## src/rtl/parking_pkg.sv

```systemverilog
// Shared types and default sizing for the parking-lot gate arbiter.
package parking_pkg;

  typedef enum logic [1:0] {
    IDLE   = 2'd0,
    DOOR   = 2'd1,
    REJECT = 2'd2
  } state_e;

  typedef enum logic {
    ENTRY = 1'b0,
    EXIT  = 1'b1
  } rr_side_e;

  localparam int DEF_NUM_SLOTS    = 4;
  localparam int DEF_SLOT_W       = 2;
  localparam int DEF_DOOR_TICKS   = 4;
  localparam int DEF_REJECT_TICKS = 2;

  // Counter must hold the larger of the two tick budgets.
  function automatic int tick_cnt_w(input int door_ticks, input int reject_ticks);
    int max_ticks;
    max_ticks = (door_ticks > reject_ticks) ? door_ticks : reject_ticks;
    return $clog2(max_ticks + 1);
  endfunction

endpackage

```

## src/rtl/slot_alloc.sv

```systemverilog
// Lowest-numbered free slot priority encoder over the occupancy vector.
module slot_alloc #(
  parameter int NUM_SLOTS = 4,
  parameter int SLOT_W    = 2
) (
  input  logic [NUM_SLOTS-1:0] occupancy,
  output logic [SLOT_W-1:0]    free_idx,
  output logic                 any_free
);

  // Scan from the top down so the lowest free index is the last one written.
  always_comb begin
    free_idx = '0;
    any_free = 1'b0;
    for (int i = NUM_SLOTS - 1; i >= 0; i--) begin
      if (!occupancy[i]) begin
        free_idx = SLOT_W'(i);
        any_free = 1'b1;
      end else begin
        free_idx = free_idx;
      end
    end
  end

endmodule

```

## src/rtl/parking_gate_arbiter.sv

```systemverilog
// Entry/exit arbiter sharing one door and one occupancy register.
// Optional PARK_STATS_EN adds saturating entry/exit/reject counters.
module parking_gate_arbiter
  import parking_pkg::*;
#(
  parameter int NUM_SLOTS    = DEF_NUM_SLOTS,
  parameter int SLOT_W       = DEF_SLOT_W,
  parameter int DOOR_TICKS   = DEF_DOOR_TICKS,
  parameter int REJECT_TICKS = DEF_REJECT_TICKS
) (
  input  logic                 clk,
  input  logic                 reset_n,
  input  logic                 tick,
  input  logic                 entry_req,
  input  logic                 exit_req,
  input  logic [SLOT_W-1:0]    exit_slot,
  output logic [NUM_SLOTS-1:0] occupancy,
  output logic [SLOT_W-1:0]    granted_slot,
  output logic                 grant_entry,
  output logic                 grant_exit,
  output logic                 reject,
  output logic                 exit_err,
  output logic                 door_open,
  output logic                 full_flag,
  output logic                 busy
`ifdef PARK_STATS_EN
  ,
  output logic [7:0]           entry_count,
  output logic [7:0]           exit_count,
  output logic [7:0]           reject_count
`endif
);

  localparam int CNT_W = tick_cnt_w(DOOR_TICKS, REJECT_TICKS);

  state_e               state_q, state_d;
  rr_side_e             rr_q, rr_d;
  logic [CNT_W-1:0]     cnt_q, cnt_d;
  logic [NUM_SLOTS-1:0] occ_q, occ_d;
  logic [SLOT_W-1:0]    gslot_q, gslot_d;
  logic                 ge_q, ge_d, gx_q, gx_d, rej_q, rej_d, err_q, err_d;
  logic                 door_q;
  logic [SLOT_W-1:0]    free_idx;
  logic                 any_free;
  logic                 pick_entry;
  logic                 pick_exit;

  slot_alloc #(
    .NUM_SLOTS(NUM_SLOTS),
    .SLOT_W   (SLOT_W)
  ) u_slot_alloc (
    .occupancy(occ_q),
    .free_idx (free_idx),
    .any_free (any_free)
  );

  // On a tie the side not served last wins.
  assign pick_entry = entry_req && (!exit_req || (rr_q == EXIT));
  assign pick_exit  = exit_req && !pick_entry;

  // Next-state, occupancy update and pulse generation.
  always_comb begin
    state_d = state_q;
    rr_d    = rr_q;
    cnt_d   = cnt_q;
    occ_d   = occ_q;
    gslot_d = gslot_q;
    ge_d    = 1'b0;
    gx_d    = 1'b0;
    rej_d   = 1'b0;
    err_d   = 1'b0;
    case (state_q)
      IDLE: begin
        cnt_d = '0;
        if (pick_entry) begin
          rr_d = ENTRY;
          if (any_free) begin
            occ_d[free_idx] = 1'b1;
            gslot_d         = free_idx;
            ge_d            = 1'b1;
            state_d         = DOOR;
          end else begin
            rej_d   = 1'b1;
            state_d = REJECT;
          end
        end else if (pick_exit) begin
          rr_d = EXIT;
          if (occ_q[exit_slot]) begin
            occ_d[exit_slot] = 1'b0;
            gx_d             = 1'b1;
            state_d          = DOOR;
          end else begin
            err_d = 1'b1;
          end
        end else begin
          state_d = IDLE;
        end
      end
      DOOR: begin
        if (tick) begin
          if (cnt_q == CNT_W'(DOOR_TICKS - 1)) begin
            cnt_d   = '0;
            state_d = IDLE;
          end else begin
            cnt_d = cnt_q + CNT_W'(1);
          end
        end else begin
          cnt_d = cnt_q;
        end
      end
      REJECT: begin
        if (tick) begin
          if (cnt_q == CNT_W'(REJECT_TICKS - 1)) begin
            cnt_d   = '0;
            state_d = IDLE;
          end else begin
            cnt_d = cnt_q + CNT_W'(1);
          end
        end else begin
          cnt_d = cnt_q;
        end
      end
      default: begin
        cnt_d   = '0;
        state_d = IDLE;
      end
    endcase
  end

  // State, occupancy and registered outputs.
  always_ff @(posedge clk or negedge reset_n) begin
    if (!reset_n) begin
      state_q <= IDLE;
      rr_q    <= EXIT;
      cnt_q   <= '0;
      occ_q   <= '0;
      gslot_q <= '0;
      ge_q    <= 1'b0;
      gx_q    <= 1'b0;
      rej_q   <= 1'b0;
      err_q   <= 1'b0;
      door_q  <= 1'b0;
    end else begin
      state_q <= state_d;
      rr_q    <= rr_d;
      cnt_q   <= cnt_d;
      occ_q   <= occ_d;
      gslot_q <= gslot_d;
      ge_q    <= ge_d;
      gx_q    <= gx_d;
      rej_q   <= rej_d;
      err_q   <= err_d;
      door_q  <= (state_d == DOOR);
    end
  end

  assign occupancy    = occ_q;
  assign granted_slot = gslot_q;
  assign grant_entry  = ge_q;
  assign grant_exit   = gx_q;
  assign reject       = rej_q;
  assign exit_err     = err_q;
  assign door_open    = door_q;
  assign full_flag    = &occ_q;
  assign busy         = (state_q != IDLE);

`ifdef PARK_STATS_EN
  logic [7:0] entry_cnt_q, exit_cnt_q, reject_cnt_q;

  // Saturating event counters, updated together with their pulse.
  always_ff @(posedge clk or negedge reset_n) begin
    if (!reset_n) begin
      entry_cnt_q  <= 8'd0;
      exit_cnt_q   <= 8'd0;
      reject_cnt_q <= 8'd0;
    end else begin
      if (ge_d && (entry_cnt_q != 8'hFF)) entry_cnt_q <= entry_cnt_q + 8'd1;
      if (gx_d && (exit_cnt_q != 8'hFF)) exit_cnt_q <= exit_cnt_q + 8'd1;
      if (rej_d && (reject_cnt_q != 8'hFF)) reject_cnt_q <= reject_cnt_q + 8'd1;
    end
  end

  assign entry_count  = entry_cnt_q;
  assign exit_count   = exit_cnt_q;
  assign reject_count = reject_cnt_q;
`endif

endmodule

```

## config.mk

```make
export PLATFORM = sky130hd
export DESIGN_NAME = parking_gate_arbiter
export DESIGN_NICKNAME = d
export VERILOG_FILES = /design/src/rtl/parking_pkg.sv /design/src/rtl/slot_alloc.sv /design/src/rtl/parking_gate_arbiter.sv
export SDC_FILE = /design/constraint.sdc
export NUM_CORES = 1
export LEC_CHECK = 0
export ABC_AREA = 1
export CAP_MARGIN = 20
export CORE_MARGIN = 5
export CORE_UTILIZATION = 39
export CTS_BUF_LIST = sky130_fd_sc_hd__clkbuf_4 sky130_fd_sc_hd__clkbuf_8
export CTS_CLUSTER_DIAMETER = 120
export DETAILED_ROUTE_END_ITERATION = 6
export GPL_ROUTABILITY_DRIVEN = 0
export SYNTH_ARGS = -nofsm -noshare
export SYNTH_HDL_FRONTEND = slang
export SYNTH_SLANG_ARGS = --single-unit
```

## constraint.sdc

```tcl
create_clock -name clk -period 1.6 [get_ports clk]
set_input_delay 0.16 -clock clk [delete_from_list [all_inputs] [get_ports clk]]
set_output_delay 0.16 -clock clk [all_outputs]
set_load 0.005 [all_outputs]
```

==> impl_metrics.env, run 1 <==
export IMPL_synth_fa_ha_area_share_pct=10.1
export IMPL_drive_gt1_share_pct=27.6
export IMPL_place_inst=173
export IMPL_worstSetupPathType="register to output pin"
export IMPL_grt_use_total_pct=12.9
export IMPL_grt_pass1_vias=902
export IMPL_maxSlewHeadroom_pct=72.3
export IMPL_final_antenna_net_count=0
export IMPL_grt_remaining_overflow=0
export IMPL_synth_seq_area_share_pct=42.8
export IMPL_insertedDiodeCount=0
export IMPL_synthFlopType="dfrtp_1"
export IMPL_place_ws_ns=0.0208
export IMPL_p_leak_uw=0.000724
export IMPL_synth_mux_area_share_pct=0
export IMPL_grt_max_degree=10
export IMPL_setup_viol=0
export IMPL_synth_area_leaders="dfrtp_1 40%, nand2_1 15%, ha_1 10%, inv_1 6.4%, nand3_1 4.0%"
export IMPL_numPortBuffers=19
export IMPL_ys_ff_latch=17
export IMPL_design_area_um2=1380
export IMPL_synth_nets=136
export IMPL_area_growth_pct=38.8
export IMPL_dr_pass1_iters=4
export IMPL_r2r_end="door_open"
export IMPL_fin_skew_ns=0.00371
export IMPL_p_per_area_nw_per_um2=1630
export IMPL_hold_viol=0
export IMPL_synth_top_cells_by_count="39 x nand2_1, 17 x inv_1, 16 x dfrtp_1"
export IMPL_synth_top_area_cell="dfrtp_1"
export IMPL_ys_warn_count=0
export IMPL_synth_top_area_share_pct=40.2
export IMPL_period_minus_slack_ns=1.54
export IMPL_dp_final_hpwl_mm=1.59
export IMPL_worstPathArrival_ns=1.38
export IMPL_synthXorXnorAreaFrac_pct=0
export IMPL_layoutNonFillerInstCount=186
export IMPL_crit_end="full_flag"
export IMPL_antenna_found_initial=0
export IMPL_root_buffer="clkbuf_4"
export IMPL_endpoint_kind="output pin"
export IMPL_synth_top_family_by_area="simple AND/OR/NAND/NOR gates"
export IMPL_maxCapViolCount=0
export IMPL_clk_latency_ns=0.29
export IMPL_core_area_um2=2450
export IMPL_hp_class="input port to async pin"
export IMPL_synth_edff_count=0
export IMPL_finalCritPeriodShare_pct=96.3
export IMPL_drt_iter0_markers=9
export IMPL_setup_ws_ns=0.0589
export IMPL_pin_count=20
export IMPL_cts_tree="yes"
export IMPL_startpoint="occupancy[3]"
export IMPL_die_area_um2=3660
export IMPL_async_flop_share_pct=100
export IMPL_start_util_pct=40.6
export IMPL_ir_worst_vdd_mv=0.947
export IMPL_timing_setup_tns_ns=0
export IMPL_slew_viol_final=0
export IMPL_vias=869
export IMPL_synth_area_um2=996
export IMPL_wl_per_cell_um=11.2
export IMPL_r2r_start="state_q[0]"
export IMPL_viasPerCell=4.67
export IMPL_drc=0
export IMPL_routed_wl_mm=2.08
export IMPL_die_height_um=60.5
export IMPL_dieWidth_um=60.5
export IMPL_critPathRequiredTime_ns=1.44
export IMPL_yosysMostFrequentCell="nand2_1"
export IMPL_crit_fanout=2
export IMPL_cts_made_buffers=3
export IMPL_placed_area_um2=1250
export IMPL_clkTransAtPathRegs_ns=0.10
export IMPL_h_tree_depth=1
export IMPL_status="completed"
export IMPL_ff2ff_path_depth=12
export IMPL_placementRows=18
export IMPL_reg2reg_slack_ns=0.09
export IMPL_rsz0062_at_grt="yes"
export IMPL_yosys_area_share_simple_pct=27.8
export IMPL_fmax_ghz=0.649
export IMPL_synth_compound_area_share_pct=9.92
export IMPL_synth_avg_cell_area_um2=8.23
export IMPL_layout_nets=172
export IMPL_clockBufferDepth=2
export IMPL_cts_sinks=17
export IMPL_ys_types=23
export IMPL_synthCells=121
export IMPL_worstMarginPinSlew_ns=0.414
export IMPL_grt_pass1_wl_mm=3.57
export IMPL_start_kind="register"
==> area by class of cell <==
cell class / count / area, um^2
Multi-Input combinational cell: 80 / 507
Clock buffer: 4 / 30.0
Tap cell: 30 / 37.5
Sequential cell: 17 / 428
Fill cell: 224 / 1070
Inverter: 24 / 97.6
Timing Repair Buffer: 31 / 283
==> timing repair <==
item / CTS / global route
buffers inserted: 7 / 2
hold buffers: 0 / 0
pin swaps: 1 / 1
resized for setup: 5 / 7
setup endpoints to repair: 4 / 6
==> cell families (layout without fill, tap and decap cells) <==
| family | after synthesis | after routing |
|---|---|---|
| AND/OR/NAND/NOR | 57 | 57 |
| adder cells (fa/ha/maj) | 8 | 8 |
| AO/OA/AOI/OAI | 15 | 15 |
| flip-flops | 17 | 17 |
| buffers and inverters | 24 | 59 |
==> registers in the layout, summed over array words and instances, names as in the netlist <==
register      flops
grant_exit        1
door_open         1
granted_slot      2
exit_err          1
cnt_q             3
grant_entry       1
state_q           2
occupancy         4
rr_q              1
reject            1
==> critical path, stage by stage, from the launching register on <==
cell and delay (ns):
dfrtp_1 0.37, nand2_1 0.11, nor2_4 0.12, clkdlybuf4s50_1 0.50
==> power breakdown <==
| part | leakage [uW] | internal (uW) | total [uW] | switching, uW |
|---|---|---|---|---|
| Combinational | 0.000495 | 673 | 1340 | 664 |
| Sequential | 0.000210 | 590 | 674 | 83.9 |
| Clock | 0.0000184 | 114 | 248 | 134 |
| Total | 0.000724 | 1380 | 2260 | 882 |
==> layout by cell type (no fill, tap or decap) <==
cell type        netlist  final
a21oi_2                3      3
nand3_1                8      8
inv_1                 17     15
nor2_1                 2      2
nand2_2                3      4
nand2_1               39     38
dfrtp_1               16     15
clkinv_4               0      1
buf_4                  0     12
clkbuf_4               0      4
o21ai_1                4      3
o21ai_2                0      1
o22ai_1                1      1
o21bai_2               1      1
dfrtp_2                0      1
a21boi_0               1      1
o31ai_1                1      1
ha_1                   8      6
nand2_8                1      1
ha_4                   0      2
o21ai_0                2      2
nand2_4                1      1
dlymetal6s2s_1         0      1
a21oi_1                2      2
dfstp_2                1      1
clkdlybuf4s50_1        0     18
nand3_2                1      1
inv_2                  5      7
nor2_4                 2      2
inv_4                  1      1
==> through the flow <==
| step | hold WS (ns) | utilization, % | total power [uW] |
|---|---|---|---|
| 6_report | 0.160 | 56.3 | 2260 |
| 3_5_place_dp | 0.480 | 50.8 | 1790 |
| 3_3_place_gp | 0.479 | 50.8 | 1780 |
| 5_1_grt | 0.175 | 56.3 | 2460 |
| 4_1_cts | 0.170 | 54.7 | 2200 |
| 2_1_floorplan | -0.136 | - | 1340 |
==> how the worst min path moves through the flow <==
stage                                 end
after floorplan                  cnt_q[0]
after global placement             reject
after detailed placement  granted_slot[1]
after CTS                          reject
after global routing               reject
final                              reject
==> metal layers <==
metal  global-route usage (%)  wire, um  part of all wire [%]
met5                        0         0                     0
met4                     6.81        24                   1.2
met3                     2.77        99                   4.8
met2                     21.8      1070                    51
met1                     15.4       889                    43
Power figures use the tool's default switching activity.
==> run 2: changes to the inputs <==
--- a/config.mk
+++ b/config.mk
@@ -13,6 +13,7 @@
 export CTS_CLUSTER_DIAMETER = 120
 export DETAILED_ROUTE_END_ITERATION = 6
 export GPL_ROUTABILITY_DRIVEN = 0
+export REMOVE_ABC_BUFFERS = 1
 export SYNTH_ARGS = -nofsm -noshare
 export SYNTH_HDL_FRONTEND = slang
 export SYNTH_SLANG_ARGS = --single-unit
==> results of run 2 <==
Final layout, timing and power as in run 1 (identical DEF).
==> run 3: changes to the inputs <==
--- a/config.mk
+++ b/config.mk
@@ -10,7 +10,7 @@
 export CORE_MARGIN = 5
 export CORE_UTILIZATION = 39
 export CTS_BUF_LIST = sky130_fd_sc_hd__clkbuf_4 sky130_fd_sc_hd__clkbuf_8
-export CTS_CLUSTER_DIAMETER = 120
+export CTS_CLUSTER_DIAMETER = 100
 export DETAILED_ROUTE_END_ITERATION = 6
 export GPL_ROUTABILITY_DRIVEN = 0
 export REMOVE_ABC_BUFFERS = 1
==> constraint.sdc (replaced) <==
create_clock -name clk -period 1.9 [get_ports clk]
set_input_delay 0.19 -clock clk [delete_from_list [all_inputs] [get_ports clk]]
set_output_delay 0.19 -clock clk [all_outputs]
set_load 0.005 [all_outputs]
==> run 3 against run 2 <==
Core utilization shrank 4.9 points. Setup slack better by 0.054 ns. Critical path depth grew 1. First-iteration DRC count is 89% higher. Global-route usage shrank 1.6 points. Routed wire length shrank 11%. Clock power is 19% lower. Sequential power down 11%. Combinational power down 36%. Non-clock buffer count fell by 11. Cell count decreased by 5.9%.
==> impl_metrics.env, run 3 (synthesis results as in run 1) <==
export IMPL_maxCapViolCount=0
export IMPL_cp_num_buf_inv=3
export IMPL_p_per_area_nw_per_um2=1320
export IMPL_worstMarginPinSlew_ns=0.254
export IMPL_cp_depth=4
export IMPL_endpoint_kind="output pin"
export IMPL_die_height_um=60.5
export IMPL_utilization_pct=51.4
export IMPL_root_buffer="clkbuf_4"
export IMPL_multiInputGateArea_um2=475
export IMPL_period_minus_slack_ns=1.79
export IMPL_drc=0
export IMPL_worstPathArrival_ns=1.60
export IMPL_fmax_ghz=0.560
export IMPL_post_cts_resized=0
export IMPL_insertedDiodeCount=0
export IMPL_area_growth_pct=26.6
export IMPL_core_area_um2=2450
export IMPL_startpoint="state_q[1]"
export IMPL_largest_reg_flops=4
export IMPL_hold_viol=0
export IMPL_p_leak_uw=0.000661
export IMPL_crit_family="buffers and inverters"
export IMPL_dr_pass1_iters=4
export IMPL_finalCritPeriodShare_pct=94.0
export IMPL_dieWidth_um=60.5
export IMPL_cts_tree="yes"
export IMPL_cts_sinks=17
export IMPL_start_kind="register"
export IMPL_grt_pass1_wl_mm=3.12
export IMPL_numPortBuffers=19
export IMPL_r2r_start="state_q[1]"
export IMPL_wl_per_cell_um=10.5
export IMPL_h_tree_depth=1
export IMPL_clk_latency_ns=0.28
export IMPL_worstSetupPathType="register to output pin"
export IMPL_start_util_pct=40.6
export IMPL_final_common_cell="nand2_1"
export IMPL_clockBufferDepth=2
export IMPL_reg2reg_slack_ns=0.31
export IMPL_fin_skew_ns=0.00299
export IMPL_antenna_found_initial=0
export IMPL_setup_viol=0
export IMPL_die_area_um2=3660
export IMPL_clkTransAtPathRegs_ns=0.10
export IMPL_path_common_cell="inv_1"
export IMPL_timing_setup_tns_ns=0
export IMPL_cp_cell_sequence="inv_1, ha_1, inv_1, clkdlybuf4s50_1"
export IMPL_slew_viol_final=0
export IMPL_grt_use_total_pct=11.3
export IMPL_grt_max_degree=18
export IMPL_rsz0062_at_grt="no"
export IMPL_grt_remaining_overflow=0
export IMPL_status="completed"
export IMPL_fillers=249
export IMPL_ir_worst_vdd_mv=0.729
export IMPL_crit_end="busy"
export IMPL_placementRows=18
export IMPL_grt_pass1_vias=739
export IMPL_layout_nets=161
export IMPL_layout_common_cells="39 x nand2_1, 19 x clkdlybuf4s50_1, 17 x inv_1"
export IMPL_vias=800
export IMPL_final_antenna_net_count=0
export IMPL_viasPerCell=4.57
export IMPL_ff2ff_path_depth=10
export IMPL_post_cts_buffers=0
export IMPL_dp_final_hpwl_mm=1.49
export IMPL_pin_count=20
export IMPL_slowest_delay_ns=0.49
export IMPL_drive_gt1_share_pct=17.2
export IMPL_cts_made_buffers=3
export IMPL_r2r_end="door_open"
export IMPL_critPathRequiredTime_ns=1.71
export IMPL_crit_slowest_cell="clkdlybuf4s50_1"
export IMPL_routed_wl_mm=1.85
export IMPL_maxSlewHeadroom_pct=83.0
export IMPL_hp_class="input port to async pin"
export IMPL_drt_iter0_markers=17
export IMPL_holdBufCountCts=0
export IMPL_crit_fanout=5
export IMPL_ff_latch_area_um2=427
[run 3: changes by cell type in the layout (fill, tap and decap cells not counted), sizes merged]
| cell | change |
|---|---|
| dlymetal6s2s | -1 |
| clkdlybuf4s50 | +1 |
| buf | -11 |
[run 3: worst register-to-register path: cells and delay by family, from the launching register on]
family / cells / cell delay, ns
DFF: 1 / 0.44
and+or+nand+nor: 5 / 0.38
buffers and inverters: 3 / 0.28
adders and majority gates: 1 / 0.24
AOI/OAI and AO/OA: 1 / 0.16
[run 3: how the worst min path moves through the flow]
| stage | start | end | slack (ns) | cells after the start |
|---|---|---|---|---|
| 6_report | reset_n | reject | 0.22 | 2 |
| 5_1_grt | reset_n | reject | 0.22 | 2 |
| 4_1_cts | reset_n | reject | 0.22 | 2 |
| 3_5_place_dp | granted_slot[0] | granted_slot[0] | 0.48 | 2 |
| 3_3_place_gp | rr_q | rr_q | 0.47 | 2 |
| 2_1_floorplan | reset_n | cnt_q[0] | -0.11 | 0 |
[run 3: layout make-up]
type,count,area share [%]
multi-input cells,80,37.7
flip-flops and latches,17,33.8
clock buffers,4,2.38
repair buffers,20,15.7
inverters,24,7.44
well taps,30,2.98
[run 3: power by group]
group | internal (uW) | switching (uW)
clock network | 95.6 | 105
logic | 409 | 451
registers | 495 | 106
total | 1000 | 663
[run 3: metal layers]
layer / global-route usage, % / part of all wire, % / vias to the layer above / wire length, um
met5: 0 / 0 / - / 0
met4: 4.64 / 1.2 / 0 / 22
met3: 2.13 / 4.2 / 2 / 77
met2: 19.0 / 48 / 15 / 887
met1: 14.4 / 47 / 362 / 859
li1: - / - / 421 / -
[run 3: through the flow]
stage | power (uW) | hold WS [ns] | instances | setup slack [ns] | instance area (um^2)
final | 1660 | 0.220 | 175 | 0.113 | 1260
after global routing | 1830 | 0.218 | 175 | 0.000297 | 1260
after CTS | 1700 | 0.220 | 175 | 0.0890 | 1260
after detailed placement | 1480 | 0.477 | 171 | 0.307 | 1230
after global placement | 1480 | 0.475 | 171 | 0.353 | 1230
after floorplan | 1130 | -0.106 | 121 | 0.492 | 996
